File: src/rtl/tinker_pkg.sv
// rtl/tinker_pkg.sv - shared constants, state encodings and types for the tinker fetch stage
package tinker_pkg;

    localparam int INSTR_W = 32;
    localparam int PC_W    = 64;

    localparam logic [PC_W-1:0] RESET_PC_DEFAULT = 64'h2000;

    localparam logic [1:0] ST_IDLE   = 2'd0;
    localparam logic [1:0] ST_RUN    = 2'd1;
    localparam logic [1:0] ST_HALTED = 2'd2;

    localparam int OPCODE_LSB = 27;
    localparam int OPCODE_W   = 5;
    localparam int RD_LSB     = 22;
    localparam int RS_LSB     = 17;
    localparam int RT_LSB     = 12;
    localparam int REG_W      = 5;
    localparam int L_LSB      = 0;
    localparam int L_W        = 12;

    typedef struct packed {
        logic [PC_W-1:0]    pc;
        logic [INSTR_W-1:0] word;
    } fetch_entry_t;

    function automatic logic [PC_W-1:0] word_align(input logic [PC_W-1:0] addr);
        return addr & ~64'd3;
    endfunction

    function automatic logic [OPCODE_W-1:0] opcode_of(input logic [INSTR_W-1:0] w);
        return w[OPCODE_LSB +: OPCODE_W];
    endfunction

    function automatic logic [REG_W-1:0] rd_of(input logic [INSTR_W-1:0] w);
        return w[RD_LSB +: REG_W];
    endfunction

    function automatic logic [REG_W-1:0] rs_of(input logic [INSTR_W-1:0] w);
        return w[RS_LSB +: REG_W];
    endfunction

    function automatic logic [REG_W-1:0] rt_of(input logic [INSTR_W-1:0] w);
        return w[RT_LSB +: REG_W];
    endfunction

    function automatic logic [L_W-1:0] imm_of(input logic [INSTR_W-1:0] w);
        return w[L_LSB +: L_W];
    endfunction

endpackage

File: src/rtl/tinker_fetch_fifo.sv
// rtl/tinker_fetch_fifo.sv - instruction buffer between imem responses and the decoder
module tinker_fetch_fifo
    import tinker_pkg::*;
#(
    parameter int DEPTH = 2
) (
    input  logic                       clk,
    input  logic                       reset,
    input  logic                       push,
    input  fetch_entry_t               push_data,
    input  logic                       pop,
    input  logic                       flush,
    output fetch_entry_t               head,
    output logic                       full,
    output logic                       empty,
    output logic [$clog2(DEPTH):0]     count
);

    localparam int AW = $clog2(DEPTH);
    localparam int CW = AW + 1;

    fetch_entry_t   mem [DEPTH];
    logic [AW-1:0]  wr_ptr;
    logic [AW-1:0]  rd_ptr;
    logic           do_push;
    logic           do_pop;

    // Flush wins over both push and pop so a redirect never leaks a stale word.
    assign full    = (count == CW'(DEPTH));
    assign empty   = (count == '0);
    assign do_push = push && !full && !flush;
    assign do_pop  = pop && !empty && !flush;
    assign head    = mem[rd_ptr];

    always_ff @(posedge clk) begin
        if (do_push) begin
            mem[wr_ptr] <= push_data;
        end
    end

    always_ff @(posedge clk or posedge reset) begin
        if (reset) begin
            wr_ptr <= '0;
            rd_ptr <= '0;
            count  <= '0;
        end else if (flush) begin
            wr_ptr <= '0;
            rd_ptr <= '0;
            count  <= '0;
        end else begin
            if (do_push) begin
                wr_ptr <= wr_ptr + AW'(1);
            end
            if (do_pop) begin
                rd_ptr <= rd_ptr + AW'(1);
            end
            if (do_push && !do_pop) begin
                count <= count + CW'(1);
            end else if (do_pop && !do_push) begin
                count <= count - CW'(1);
            end
        end
    end

endmodule

File: src/rtl/tinker_fetch.sv
// rtl/tinker_fetch.sv - fetch stage: pc sequencing, imem read issue, redirect/halt squash
module tinker_fetch
    import tinker_pkg::*;
#(
    parameter logic [63:0] RESET_PC = RESET_PC_DEFAULT,
    parameter int          DEPTH    = 2
) (
    input  logic                clk,
    input  logic                reset,
    output logic                imem_rd_en,
    output logic [63:0]         imem_addr,
    input  logic [INSTR_W-1:0]  imem_rdata,
    output logic [INSTR_W-1:0]  instruction,
    output logic                instr_valid,
    input  logic                instr_ready,
    input  logic                redirect_valid,
    input  logic [63:0]         redirect_pc,
    input  logic                halt_req,
    output logic                halted,
    output logic [63:0]         instr_pc
);

    localparam int CW = $clog2(DEPTH) + 1;

    logic [1:0]     state;
    logic [63:0]    pc;
    logic [63:0]    inflight_pc;
    logic           inflight;
    logic           fire;
    logic           flush;
    logic           issue;
    logic           push;
    logic [CW-1:0]  count;
    logic [CW:0]    load;
    logic           full;
    logic           empty;
    fetch_entry_t   head;
    fetch_entry_t   push_data;

    assign fire  = instr_valid && instr_ready;
    assign flush = ((state == ST_RUN) && halt_req) || (redirect_valid && (state != ST_IDLE));

    // The word leaving this cycle frees its slot, which keeps DEPTH=2 at full rate.
    assign load  = {1'b0, count} + {{CW{1'b0}}, inflight} - {{CW{1'b0}}, fire};
    assign issue = (state == ST_RUN) && !flush && (load < (CW+1)'(DEPTH));

    assign push      = inflight && !full;
    assign push_data = '{pc: inflight_pc, word: imem_rdata};

    assign imem_rd_en  = issue;
    assign imem_addr   = pc;
    assign instr_valid = !empty;
    assign instruction = empty ? '0 : head.word;
    assign instr_pc    = empty ? '0 : head.pc;
    assign halted      = (state == ST_HALTED);

    tinker_fetch_fifo #(
        .DEPTH (DEPTH)
    ) u_fifo (
        .clk       (clk),
        .reset     (reset),
        .push      (push),
        .push_data (push_data),
        .pop       (fire),
        .flush     (flush),
        .head      (head),
        .full      (full),
        .empty     (empty),
        .count     (count)
    );

    // A squashed read is simply never marked in flight, so its response is dropped.
    always_ff @(posedge clk or posedge reset) begin
        if (reset) begin
            state       <= ST_IDLE;
            pc          <= RESET_PC;
            inflight    <= 1'b0;
            inflight_pc <= '0;
        end else begin
            inflight <= issue;
            if (issue) begin
                inflight_pc <= pc;
            end
            case (state)
                ST_IDLE: begin
                    state <= ST_RUN;
                end
                ST_RUN: begin
                    if (halt_req) begin
                        state <= ST_HALTED;
                    end
                    if (redirect_valid) begin
                        pc <= word_align(redirect_pc);
                    end else if (issue) begin
                        pc <= pc + 64'd4;
                    end
                end
                ST_HALTED: begin
                    if (redirect_valid) begin
                        state <= ST_RUN;
                        pc    <= word_align(redirect_pc);
                    end
                end
                default: begin
                    state <= ST_IDLE;
                end
            endcase
        end
    end

endmodule
File: config.mk
export PLATFORM = sky130hd
export DESIGN_NAME = tinker_fetch
export DESIGN_NICKNAME = d
export VERILOG_FILES = /design/src/rtl/tinker_pkg.sv /design/src/rtl/tinker_fetch_fifo.sv /design/src/rtl/tinker_fetch.sv
export SDC_FILE = /design/constraint.sdc
export NUM_CORES = 1
export LEC_CHECK = 0
export ABC_AREA = 1
export BUFFER_PORTS_ARGS = -buffer_cell sky130_fd_sc_hd__buf_2
export CAP_MARGIN = 5
export CORE_ASPECT_RATIO = 0.6
export CORE_MARGIN = 4
export CORE_UTILIZATION = 51
export CTS_CLUSTER_DIAMETER = 200
export DETAILED_ROUTE_END_ITERATION = 6
export PLACE_DENSITY = 0.77
export SLEW_MARGIN = 20
export SYNTH_ARGS = -nofsm -noshare
export SYNTH_HDL_FRONTEND = slang
export SYNTH_SLANG_ARGS = --single-unit
File: constraint.sdc
create_clock -name clk -period 5.8 [get_ports clk]
set_clock_uncertainty 0.1 [all_clocks]
set_input_delay 1.45 -clock clk [delete_from_list [all_inputs] [get_ports clk]]
set_output_delay 1.45 -clock clk [all_outputs]
set_load 0.02 [all_outputs]
==> summary.txt <==
status: finished clean
crit-path max FO: 3
Root Buffer: clkbuf_16
hold path start: inflight_pc[41]$_DFFE_PP0P_
synth top area cells: edfxtp_1 38%, dfrtp_1 22%, nand2_1 15%
hold slack: 363.4 ps
Combinational Power Share: 0.422
Mean Syn Cell Area: 9.010 um2
Cells on Worst Hold Path: 0
Die Y-Extent: 139.6 um
slowest stage cell, crit path: fa_1
Die Width: 227.3 um
Detail Route Antenna Nets: 0
area leader, netlist: edfxtp_1
Synth top cells by count: 584 x nand2_1, 263 x nor2_1, 188 x edfxtp_1, 130 x dfrtp_1, 127 x a21oi_1
Sum Neg Setup Slack: 0 ps
clock group share of total power: 0.191
GRT Residual Overflow: 0
largest family of logic cells by synthesized area: simple AND/OR/NAND/NOR gates
share of the synthesized area in the top cell type: 0.3837
Warnings, synthesis: 0
end of the worst register-to-register path: imem_addr[56]$_DFFE_PP0P_
DRC: 0
Pint: 5.472 mW
fin crit period: 4641 ps
core area: 0.02799 mm2
total track usage: 0.2532
Mapped Cells: 1,633
Worst Hold Class: flip-flop to flip-flop
Req. time, crit path: 4250 ps
Max-Cap Viols: 0
CTS Buf Count: 30
maximum VDD drop: 0.3374 mV
HPWL Detailed: 28,210 um
DR WL/cell: 18.18 um
RSZ-0062 raised after global routing: false
Detailed Route Iter0 Violations: 1,043
Psw: 4.420 mW
dpl ws: 1174 ps
GPL Wtd Cong: 0.9181
Port Buffers: 257
clock-pin slew on the worst setup and hold paths: 60 ps
total die area: 0.03172 mm2
largest net degree at the start of global routing: 117
post-CTS sizing: 0
first-pass GRT wire length: 63,150 um
Adder-Cell Fraction of Synth Area: 0.006463
vias in the first global route: 11,190
Synth cell types: 34
Post-CTS Hold Fix Bufs: 0
critical path arrival: 3090 ps
P&R area growth vs syn: 17.38%
Util after Layout: 0.6170
# setup viols final: 0
Worst Hold End: u_fifo.mem[0][73]$_DFFE_PP_
simple logic cell fraction of the synthesized area: 0.2434
xor/xnor share of the synthesized area: 0.01845
mux cell area share after synthesis: 0.02373
detailed-router iteration count before antenna repair: 5
Clk Latency, worst-skew pair: 580 ps
max incr delay on CP: 470 ps
cell family contributing the most delay on the critical path: adder cells
reg-to-reg setup timing slack: 2000 ps
# IOs: 264
crit path launch type: input port
CTS Sinks: 319
Nets: 1,975
H-tree depth: 1
cell with the most instances after synthesis: nand2_1
worst reg2reg path depth: 18
final worst slack: 1159 ps
Initial Utilization: 0.5256
Max Slew Vio Count: 0
vias: 11,930
Seq cells post-synth: 319
Vias/cell: 5.281
number of synthesized flops with an enable pin: 188
Total Routed Length: 41,060 um
Max-slew headroom: 0.3857
fillers: 2,387
Tcrit/Tclk final: 0.8002
Critical R2R Launch: u_fifo.count[1]$_DFFE_PP0P_
Post-CTS Repair Setup Buffers: 0
P_leak: 7.635 nW
Max Clk Rate: 215.5 MHz
worst slew pin tran: 919.3 ps
Async SR Flop Fraction: 0.4107
Post-Syn Area: 0.01471 mm2
sw frac: 0.4468
Critical Path, Cell by Cell: buf_2, nand2_1, inv_1, ha_1, inv_1, nand2_1, fa_1, nand4_1, nor2_4, buf_2
CP Capture Type: output port
Sequential Power Share: 0.387
buffer and inverter count on the worst path: 4
initial antenna violation count: 1
share of cells above drive strength 1: 0.1941
row count: 47
Compound-Gate Fraction of Synth Area: 0.05749
Post-synth top flop: edfxtp_1
Final Power: 9.892 mW
sequential area share after synthesis: 0.6066
Worst Setup Path Type: input port to output port
clk buf depth: 3
Hold Violations, Final: 0
Power Dens Cells: 572.8 mW/mm2
CTS tree: built
-- per-layer routing --
layer / global-route usage / up-vias / part of all wire
li1: - / 5740 / -
met1: 0.4012 / 5612 / 0.47
met2: 0.3685 / 516 / 0.42
met3: 0.04273 / 61 / 0.089
met4: 0.05536 / 0 / 0.021
met5: 0 / - / 0
-- how the worst max path moves through the flow --
| stage | end | startpoint | slack (ps) | cells past startpoint |
|---|---|---|---|---|
| after floorplan | u_fifo.mem[0][0]$_DFFE_PP_ | redirect_valid | -580 | 5 |
| after global placement | imem_rd_en | instr_ready | 1210 | 10 |
| after CTS | imem_rd_en | instr_ready | 1170 | 10 |
| after global routing | imem_rd_en | instr_ready | 1060 | 10 |
| final | imem_rd_en | instr_ready | 1160 | 10 |
| after detailed placement | imem_rd_en | instr_ready | 1170 | 10 |
-- placed cells by master, fill, tap and decap left out, types with 8 or more instances in the layout --
master	count
nand2_1	584
nor2_1	258
buf_2	257
edfxtp_1	188
dfrtp_1	129
a21oi_1	127
inv_1	83
nand3_1	56
mux2_2	31
clkbuf_16	31
o21ai_0	27
xor2_1	24
clkinv_2	11
clkbuf_1	8
buf_4	8
-- worst register-to-register path: cells and delay by family (launching register included) --
kind | cells | cell delay, ps
AND/OR/NAND/NOR | 11 | 1520
adder cells (fa/ha/maj) | 2 | 740
flip-flops | 1 | 490
buffers and inverters | 5 | 910
-- flip-flops by register name, indices dropped and copies added, names as in the netlist --
signal         flops
u_fifo.mem       188
imem_addr         62
inflight_pc       62
state              2
u_fifo.count       2
inflight           1
u_fifo.rd_ptr      1
u_fifo.wr_ptr      1
-- logic make-up after synthesis --
| kind of cell | Yosys count |
|---|---|
| compound gates | 165 |
| xor+xnor | 31 |
| fa+ha+maj | 7 |
| buf+inv | 158 |
| flops | 319 |
| mux | 31 |
| other cells | 1 |
| simple gates | 921 |
-- layout make-up --
type                       instances  area, um2  share of cell area
antenna                            1      2.502           0.0001449
clock buffer                      40      819.5             0.04745
clock inverter                    16      106.4            0.006158
inverter                          88      336.6             0.01949
multi-input combinational       1159       5200              0.3011
sequential                       319       8929              0.5170
tap                              367      459.2             0.02659
timing repair buffer             269       1418             0.08208
-- power groups by stage --
| stage | Sequential [mW] | Combinational, mW | Clock, mW |
|---|---|---|---|
| 2_1_floorplan | 3.85 | 2.70 | 0 |
| 3_3_place_gp | 3.82 | 4.06 | 0 |
| 3_5_place_dp | 3.86 | 4.17 | 0 |
| 4_1_cts | 3.82 | 4.19 | 1.92 |
| 5_1_grt | 3.91 | 4.63 | 2.01 |
| 6_report | 3.83 | 4.17 | 1.89 |
-- stage by stage --
stage | cells | instance area (um2)
after global routing | 2259 | 17270
after CTS | 2258 | 17260
after floorplan | 1636 | 14720
final | 2259 | 17270
after detailed placement | 2202 | 16340
after global placement | 2202 | 16340
No activity file was read; power rests on OpenSTA's default activity.
